<file path="config.mk">
export PLATFORM = sky130hd
export DESIGN_NAME = mem_store_unit
export DESIGN_NICKNAME = d
export VERILOG_FILES = /design/src/rtl/mem_store_unit_pkg.sv /design/src/rtl/mem_store_unit_lane_align.sv /design/src/rtl/mem_store_unit.sv
export SDC_FILE = /design/constraint.sdc
export NUM_CORES = 1
export LEC_CHECK = 0
export BUFFER_PORTS_ARGS = -buffer_cell sky130_fd_sc_hd__buf_2
export CAP_MARGIN = 30
export CELL_PAD_IN_SITES_DETAIL_PLACEMENT = 1
export CELL_PAD_IN_SITES_GLOBAL_PLACEMENT = 1
export CORE_MARGIN = 4
export CORE_UTILIZATION = 40
export CTS_CLUSTER_DIAMETER = 200
export DETAILED_ROUTE_END_ITERATION = 6
export PLACE_DENSITY_LB_ADDON = 0.1
export SKIP_CTS_REPAIR_TIMING = 1
export SYNTH_ARGS = -nofsm -noshare
export SYNTH_HDL_FRONTEND = slang
export SYNTH_SLANG_ARGS = --single-unit
</file>
<file path="constraint.sdc">
create_clock -name clk -period 3.9 [get_ports clk]
set_input_delay 0.585 -clock clk [delete_from_list [all_inputs] [get_ports clk]]
set_output_delay 0.585 -clock clk [all_outputs]
set_load 0.01 [all_outputs]
</file>
<file path="src/rtl/mem_store_unit_pkg.sv">
// ============================================================================
// Module  : mem_store_unit_pkg
// Brief   : Op codes, exception codes and FSM states for the M-stage memory unit
// Rev     : 1.0  initial release
// ============================================================================
`default_nettype none

package mem_store_unit_pkg;

    localparam logic [2:0] MEM_SW  = 3'd0;
    localparam logic [2:0] MEM_SH  = 3'd1;
    localparam logic [2:0] MEM_SB  = 3'd2;
    localparam logic [2:0] MEM_LW  = 3'd3;
    localparam logic [2:0] MEM_LH  = 3'd4;
    localparam logic [2:0] MEM_LHU = 3'd5;
    localparam logic [2:0] MEM_LB  = 3'd6;
    localparam logic [2:0] MEM_LBU = 3'd7;

    localparam logic [4:0] EXC_NONE = 5'd0;
    localparam logic [4:0] EXC_ADEL = 5'd4;
    localparam logic [4:0] EXC_ADES = 5'd5;
    localparam logic [4:0] EXC_DBE  = 5'd7;

    typedef enum logic [1:0] {
        ST_IDLE = 2'd0,
        ST_BUS  = 2'd1,
        ST_RESP = 2'd2
    } state_e;

    function automatic logic op_is_store(input logic [2:0] op);
        return (op <= MEM_SB);
    endfunction

endpackage

`default_nettype wire

</file>
<file path="src/rtl/mem_store_unit_lane_align.sv">
// ============================================================================
// Module  : store_lane_align
// Brief   : Byte-lane steering for stores and load extension (combinational)
// Rev     : 1.0  initial release
// ============================================================================
`default_nettype none

module store_lane_align
    import mem_store_unit_pkg::*;
(
    input  logic [2:0]  op,
    input  logic [1:0]  addr_lo,
    input  logic [31:0] wdata,
    input  logic [31:0] rdata,
    output logic [3:0]  byteen,
    output logic [31:0] wdata_al,
    output logic [31:0] rdata_ext,
    output logic        misalign
);

    logic [15:0] w_half;
    logic [7:0]  w_byte;

    assign w_half = addr_lo[1] ? rdata[31:16] : rdata[15:0];
    assign w_byte = rdata[{addr_lo, 3'b000} +: 8];

    always_comb begin
        byteen    = 4'b0000;
        wdata_al  = wdata;
        rdata_ext = 32'd0;
        misalign  = 1'b0;
        case (op)
            MEM_SW: begin
                byteen   = 4'b1111;
                misalign = |addr_lo;
            end
            MEM_SH: begin
                byteen   = addr_lo[1] ? 4'b1100 : 4'b0011;
                wdata_al = {2{wdata[15:0]}};
                misalign = addr_lo[0];
            end
            MEM_SB: begin
                byteen   = 4'b0001 << addr_lo;
                wdata_al = {4{wdata[7:0]}};
            end
            MEM_LW: begin
                rdata_ext = rdata;
                misalign  = |addr_lo;
            end
            MEM_LH: begin
                rdata_ext = {{16{w_half[15]}}, w_half};
                misalign  = addr_lo[0];
            end
            MEM_LHU: begin
                rdata_ext = {16'd0, w_half};
                misalign  = addr_lo[0];
            end
            MEM_LB:  rdata_ext = {{24{w_byte[7]}}, w_byte};
            MEM_LBU: rdata_ext = {24'd0, w_byte};
            default: ;
        endcase
    end

endmodule

`default_nettype wire

</file>
<file path="src/rtl/mem_store_unit.sv">
// ============================================================================
// Module  : mem_store_unit
// Brief   : M-stage data-memory access unit: req/ack bus FSM, lane alignment,
//           load extension and alignment exceptions.
//           Optional bus timeout enabled by defining MEM_TIMEOUT_EN.
// Rev     : 1.0  initial release
// ============================================================================
`default_nettype none

module mem_store_unit
    import mem_store_unit_pkg::*;
#(
    parameter int TIMEOUT = 16,
    parameter int ADDR_W  = 32
) (
    input  logic              clk,
    input  logic              reset,
    input  logic              req_valid,
    output logic              req_ready,
    input  logic [2:0]        req_op,
    input  logic [ADDR_W-1:0] req_addr,
    input  logic [31:0]       req_wdata,
    output logic              bus_req,
    output logic              bus_we,
    output logic [ADDR_W-1:0] bus_addr,
    output logic [3:0]        bus_byteen,
    output logic [31:0]       bus_wdata,
    input  logic              bus_ack,
    input  logic [31:0]       bus_rdata,
    output logic              rsp_valid,
    output logic [31:0]       rsp_rdata,
    output logic [4:0]        rsp_exccode,
    output logic              mem_busy
);

    // The wait counter is 5 bits wide, so the limit must fit it.
    if (TIMEOUT < 2 || TIMEOUT > 32) begin : g_timeout_range
        $error("mem_store_unit: TIMEOUT must be in 2..32");
    end

    state_e      r_state;
    logic [2:0]  r_op;
    logic [1:0]  r_addr_lo;

    logic [2:0]  w_op;
    logic [1:0]  w_addr_lo;
    logic [3:0]  w_byteen;
    logic [31:0] w_wdata_al;
    logic [31:0] w_rdata_ext;
    logic        w_misalign;

`ifdef MEM_TIMEOUT_EN
    localparam logic [4:0] TMO_LAST = 5'(TIMEOUT - 1);
    logic [4:0] r_wait_cnt;
`endif

    // The aligner sees the incoming request in IDLE and the latched one afterwards.
    assign w_op      = (r_state == ST_IDLE) ? req_op        : r_op;
    assign w_addr_lo = (r_state == ST_IDLE) ? req_addr[1:0] : r_addr_lo;

    store_lane_align u_align (
        .op        (w_op),
        .addr_lo   (w_addr_lo),
        .wdata     (req_wdata),
        .rdata     (bus_rdata),
        .byteen    (w_byteen),
        .wdata_al  (w_wdata_al),
        .rdata_ext (w_rdata_ext),
        .misalign  (w_misalign)
    );

    assign mem_busy = (r_state != ST_IDLE) | req_valid;

    always_ff @(posedge clk or negedge reset) begin
        if (!reset) begin
            r_state     <= ST_IDLE;
            r_op        <= 3'd0;
            r_addr_lo   <= 2'd0;
            req_ready   <= 1'b1;
            bus_req     <= 1'b0;
            bus_we      <= 1'b0;
            bus_addr    <= '0;
            bus_byteen  <= 4'b0000;
            bus_wdata   <= 32'd0;
            rsp_valid   <= 1'b0;
            rsp_rdata   <= 32'd0;
            rsp_exccode <= EXC_NONE;
`ifdef MEM_TIMEOUT_EN
            r_wait_cnt  <= 5'd0;
`endif
        end else begin
            case (r_state)
                ST_IDLE: begin
                    if (req_valid) begin
                        r_op      <= req_op;
                        r_addr_lo <= req_addr[1:0];
                        req_ready <= 1'b0;
                        if (w_misalign) begin
                            r_state     <= ST_RESP;
                            rsp_valid   <= 1'b1;
                            rsp_rdata   <= 32'd0;
                            rsp_exccode <= op_is_store(req_op) ? EXC_ADES : EXC_ADEL;
                        end else begin
                            r_state    <= ST_BUS;
                            bus_req    <= 1'b1;
                            bus_we     <= op_is_store(req_op);
                            bus_addr   <= {req_addr[ADDR_W-1:2], 2'b00};
                            bus_byteen <= w_byteen;
                            bus_wdata  <= w_wdata_al;
`ifdef MEM_TIMEOUT_EN
                            r_wait_cnt <= 5'd0;
`endif
                        end
                    end
                end
                ST_BUS: begin
                    if (bus_ack) begin
                        r_state     <= ST_RESP;
                        bus_req     <= 1'b0;
                        rsp_valid   <= 1'b1;
                        rsp_rdata   <= w_rdata_ext;
                        rsp_exccode <= EXC_NONE;
                    end
`ifdef MEM_TIMEOUT_EN
                    else if (r_wait_cnt == TMO_LAST) begin
                        r_state     <= ST_RESP;
                        bus_req     <= 1'b0;
                        rsp_valid   <= 1'b1;
                        rsp_rdata   <= 32'd0;
                        rsp_exccode <= EXC_DBE;
                    end else begin
                        r_wait_cnt <= r_wait_cnt + 5'd1;
                    end
`endif
                end
                ST_RESP: begin
                    r_state     <= ST_IDLE;
                    req_ready   <= 1'b1;
                    rsp_valid   <= 1'b0;
                    rsp_rdata   <= 32'd0;
                    rsp_exccode <= EXC_NONE;
                end
                default: begin
                    r_state   <= ST_IDLE;
                    req_ready <= 1'b1;
                    bus_req   <= 1'b0;
                    rsp_valid <= 1'b0;
                end
            endcase
        end
    end

endmodule

`default_nettype wire

</file>
==> results of run 1 <==
synthesized netlist by cell type (3+ instances only):
master	number
a21oi_1	71
a221o_1	7
a221oi_1	9
a31oi_1	4
a32oi_1	3
buf_2	18
buf_4	8
buf_6	4
clkbuf_1	10
dfrtp_1	110
ha_1	4
inv_1	11
mux2_2	53
mux2i_1	15
nand2_1	43
nor2_1	33
o21ai_0	6
o22ai_1	10
o2bb2ai_1	25
cell families (layout without fill, tap and decap cells):
logic type               Yosys count  after routing  share of synthesized area [%]
other                              1              5                         0.0697
AO/OA/AOI/OAI                    148            148                           18.6
XOR/XNOR                           1              1                          0.163
adder cells (fa/ha/maj)            4              4                          0.931
buffers and inverters             52            244                           5.17
multiplexers                      72             72                           15.1
flip-flops                       111            111                           51.7
AND/OR/NAND/NOR                   99             99                           8.33
worst max-delay path: stages, from the launching register on:
cell	delay [ns]
dfrtp_1	0.41
inv_1	0.11
ha_1	0.72
mux2i_1	0.42
mux4_2	0.61
o32ai_4	0.66
a21oi_1	0.12
o2bb2ai_1	0.18
layout make-up:
class                      count  area (µm²)
fill                        1511        6330
inverter                      11        41.3
clock inverter                 7        95.1
sequential                   111        2780
clock buffer                   9         225
timing repair buffer         217        1160
tap                          176         220
multi-input combinational    329        2340
flip-flops by register name, indices dropped and copies added, names as in the netlist, 2 cells and up:
name,flops
rsp_exccode,2
r_op,3
bus_byteen,4
r_state,2
bus_addr,30
bus_wdata,32
rsp_rdata,32
r_addr_lo,2
per-stage QoR:
stage | instance area (µm²) | util (%)
2_1_floorplan | 5390 | -
3_3_place_gp | 6510 | 49.4
3_5_place_dp | 6540 | 49.6
4_1_cts | 6860 | 52.0
5_1_grt | 6860 | 52.0
6_report | 6860 | 52.0
worst paths after layout:
| kind | from | cells after the start | to | slack [ns] |
|---|---|---|---|---|
| min | reset | 1 | rsp_rdata[16]$_DFFE_PN0P_ | 0.20 |
| max | r_state[1]$_DFFE_PN0P_ | 7 | rsp_rdata[27]$_DFFE_PN0P_ | 0.57 |
| min in group clk | req_addr[30] | 2 | bus_addr[30]$_DFFE_PN0P_ | 0.46 |
| max reg2reg | r_state[1]$_DFFE_PN0P_ | 7 | rsp_rdata[27]$_DFFE_PN0P_ | 0.57 |
| max in group asynchronous | reset | 2 | req_ready$_DFFE_PN1P_ | 3.04 |
| min reg2reg | rsp_rdata[26]$_DFFE_PN0P_ | 1 | rsp_rdata[26]$_DFFE_PN0P_ | 0.49 |
power by group through the flow:
stage               logic (mW)  registers [mW]  clock network (mW)
floorplan                 1.82            2.12                   0
global placement          2.90            1.93                   0
detailed placement        3.00            1.96                   0
CTS                       3.02            1.95                1.03
global route              3.28            2.01                1.08
finish                    2.98            1.94                1.00
routing by layer:
metal  up-vias  global-route usage, %  part of all wire [%]
met4         0                   6.30                   1.4
met5         -                      0                     0
met1      2376                   29.0                    41
li1       2151                      -                     -
met3        16                   6.63                   8.3
met2       164                   37.4                    49
==> impl_metrics.ini, run 1 <==
[sta]
hold_slack_ns = 0.201
worst_slack_ns = 0.574
relSlewSlack_pct = 39.3
hold_violations = 0
drv_slew = 0
finalCriticalPeriod_ns = 3.33
min_period_over_period_pct = 85.3
worst_pin_slew_ns = 0.911
setup_violations = 0
tns_ns = 0
fin_skew_ns = 0.00571
max_freq_mhz = 301
rsz0062_at_grt = false

[synth]
postSynthCellCount = 488
ys_seq_elements = 111
ys_seq_area_share_pct = 51.7
ys.flop_type = dfrtp_1
synth_enable_flop_cells = 0
yosysWarnings = 0
synth.top_cells.by_area = dfrtp_1 51%, mux2_2 11%, a21oi_1 6.6%
avgSynthCellArea_um2 = 11.0
synthDistinctLibCells = 54
syn_area_mm2 = 0.00538
synth.top_cell.area_share_pct = 51.2
ys_async_sr_fraction_pct = 100
yosys.area.top_type = dfrtp_1

[placement]
place_worst_setup_slack_ns = 0.635
place_congestion = 0.838
dp_hpwl_mm = 13.0
placed_cells = 844
port_buffers = 207

[outcome]
status = complete, no violations

[finish]
drive_above_1_share_pct = 43.3
areaGrowthSynthToFinish_pct = 27.6
layout_commonest_cell = buf_2
final_cells = 860
final_cell_mix = 206 x buf_2, 110 x dfrtp_1, 71 x a21oi_1
nets = 786
diodes = 0

[global_routing]
grt_pass1_wl_mm = 26.8
grt_max_degree = 46
track_usage_pct = 22.6
grt_overflow = 0
antenna_found_initial = 0
first_global_vias = 4924

[pwr]
pwr-share-comb_pct = 50.4
power_density_mw_per_mm2 = 864
p_leak_nw = 3.30
p_switching_mw = 2.44
vdd.ir_drop.worst_v = 0.000352
switching_share_pct = 41.2
power_frac_seq_pct = 32.7
internal_power_mw = 3.49
power_frac_clock_pct = 16.9
p_total_mw = 5.93

[routing]
first_iter_violations = 264
vias = 4707
vias_per_cell = 5.47
wl_per_cell_um = 19.9
antenna_left = 0
first_pass_iters = 4
drt_wl_total_mm = 17.1
drc = 0

[setup_path]
critPathRequiredTime_ns = 4.17
startpoint_type = flip-flop
worstPathMaxFanout = 23
path_class = reg2reg
cp-end-kind = flip-flop
critPathArrivalTime_ns = 3.60

[job]
maxCapViolations = 0

[floorplanning]
start_util_pct = 40.8
die_w_um = 124
die_h_um = 124
io_pins = 213
dieArea_mm2 = 0.0154
row_count = 42
core-area_mm2 = 0.0132

[clocking]
cts_buffers = 9
cts.clk_slew.worst_paths_ns = 0.08
tritoncts = built
clock-sinks = 111
cts_root_buf = clkbuf_16
cts_buffer_depth = 2
insertion_delay_ns = 0.35
htree_levels = 3

[min_path]
min-delay-path-class = in2async
(Power assumes the default switching activity.)
==> run 2, diff against run 1 <==
==> constraint.sdc (replaced) <==
create_clock -name clk -period 3.9 [get_ports clk]
set_input_delay 1.17 -clock clk [delete_from_list [all_inputs] [get_ports clk]]
set_output_delay 1.17 -clock clk [all_outputs]
set_load 0.01 [all_outputs]
==> run 2 against run 1 <==
Net effect:
- hold slack better by 0.29 ns
- first-iteration DRC count down 9.1%
- count of clock-buffer cells in the layout unchanged
- final cell count unchanged
- sequential share of layout area up 0.074 points
- routed wire length down 2.6%
- critical path depth unchanged
- final area down 0.18%
- critical endpoint is now rsp_rdata[30]$_DFFE_PN0P_
- largest cell class unchanged
==> impl_metrics.ini, run 2 (synthesized netlist as in run 1, its figures left out) <==
[setup_path]
path_cells = buf_2, nand2b_1, mux2_2, o221a_1, or3_1, buf_4, o2bb2ai_1
worst_r2r_startpoint = r_state[1]$_DFFE_PN0P_
critPathArrivalTime_ns = 3.34
worstPathMaxFanout = 21
critPathRequiredTime_ns = 4.09
crit_slowest_cell = or3_1
startpoint_type = input pin
cpPeakStageDelay_ns = 0.74
cp-startpoint = req_op[1]
cp-end-kind = flip-flop
path_class = in2reg
crit_buf_inv = 2
crit_family = simple AND/OR/NAND/NOR gates

[sta]
finalCriticalPeriod_ns = 3.14
relSlewSlack_pct = 40.8
worst_pin_slew_ns = 0.888
tns_ns = 0
setup_violations = 0
hold_slack_ns = 0.489
fin_skew_ns = 0.00651
drv_slew = 0
max_freq_mhz = 318
hold_violations = 0
min_period_over_period_pct = 80.5
rsz0062_at_grt = false

[finish]
fillerInstances = 1532
drive_above_1_share_pct = 43.3
final_cell_mix = 206 x buf_2, 110 x dfrtp_1, 71 x a21oi_1
reg.largest.list = bus_wdata (32), rsp_rdata (32), bus_addr (30)
diodes = 0
nets = 786
areaGrowthSynthToFinish_pct = 27.4
final_cells = 860
layout_commonest_cell = buf_2

[min_path]
min_from = rsp_rdata[26]$_DFFE_PN0P_
min-delay-path-class = reg2reg

[pwr]
vdd.ir_drop.worst_v = 0.000386
power_density_mw_per_mm2 = 862
p_leak_nw = 3.30

[global_routing]
antenna_found_initial = 0
grt_pass1_wl_mm = 26.0
first_global_vias = 4931
grt_max_degree = 59
track_usage_pct = 21.8
grt_overflow = 0

[floorplanning]
start_util_pct = 40.8
core-area_mm2 = 0.0132
dieArea_mm2 = 0.0154
die_w_um = 124
io_pins = 213
die_h_um = 124
row_count = 42

[clocking]
insertion_delay_ns = 0.35
tritoncts = built
htree_levels = 3
cts_root_buf = clkbuf_16
clock-sinks = 111
cts.clk_slew.worst_paths_ns = 0.07
cts_buffer_depth = 2
cts_buffers = 9

[placement]
port_buffers = 207
dp_hpwl_mm = 12.6
placed_cells = 844
place_congestion = 0.808

[job]
maxCapViolations = 0

[routing]
wl_met3_mm = 1.58
drc = 0
dr.max_layer_used = met4
routedLengthMet1_mm = 6.67
first_pass_iters = 4
antenna_left = 0
wl_per_cell_um = 19.4
vias = 4663
wl_met2_mm = 8.13
vias_per_cell = 5.42
drt_wl_total_mm = 16.7
first_iter_violations = 240

[outcome]
status = complete, no violations
run 2: cell count changes in the layout (fill, tap and decap cells not counted):
cell and delta:
buf_16 -1, buf_4 +1, clkinv_2 -1, clkinv_4 +1
clkinvlp_4 -1, inv_8 +1
run 2: path summary, 6_finish.rpt:
path,endpoint,slack [ns],cells after the start
max,rsp_rdata[30]$_DFFE_PN0P_,0.76,7
min,rsp_rdata[26]$_DFFE_PN0P_,0.49,1
max reg2reg,rsp_rdata[18]$_DFFE_PN0P_,0.84,8
min reg2reg,rsp_rdata[26]$_DFFE_PN0P_,0.49,1
max in group asynchronous,bus_wdata[18]$_DFFE_PN0P_,2.25,2
min in group asynchronous,rsp_rdata[0]$_DFFE_PN0P_,0.89,1
run 2: final cells by class:
cell class	instances	area, µm²	share of cell area (%)
inverter	11	41.3	0.603
clock buffer	9	225	3.29
timing repair buffer	217	1140	16.6
multi-input combinational	329	2340	34.2
clock inverter	7	103	1.50
tap	176	220	3.22
sequential	111	2780	40.6
run 2: power breakdown:
| part | internal [mW] | switching (mW) |
|---|---|---|
| combinational | 1.27 | 1.67 |
| clock | 0.572 | 0.449 |
| sequential | 1.64 | 0.291 |
| total | 3.49 | 2.41 |
run 2: per-layer routing:
layer	GRT usage (%)	vias up
met5	0	-
met3	6.86	22
met4	6.43	0
met2	35.4	173
li1	-	2153
met1	28.1	2315
run 2: through the flow:
stage	worst slack, ns	util, %	area, µm²	total power, mW
6_report	0.759	51.9	6850	5.90
5_1_grt	0.593	51.9	6850	6.36
4_1_cts	0.794	51.9	6850	5.98
3_5_place_dp	0.419	49.4	6520	4.93
3_3_place_gp	0.492	49.4	6520	4.82
2_1_floorplan	0.960	-	5390	3.93
run 2: worst reg2reg max path, stage by stage, from the launching register on:
cell       delay [ns]
dfrtp_1          0.41
inv_1            0.11
ha_1             0.35
buf_4            0.29
mux2_2           0.49
mux4_2           0.39
o32ai_4          0.66
a21oi_1          0.13
o2bb2ai_1        0.16
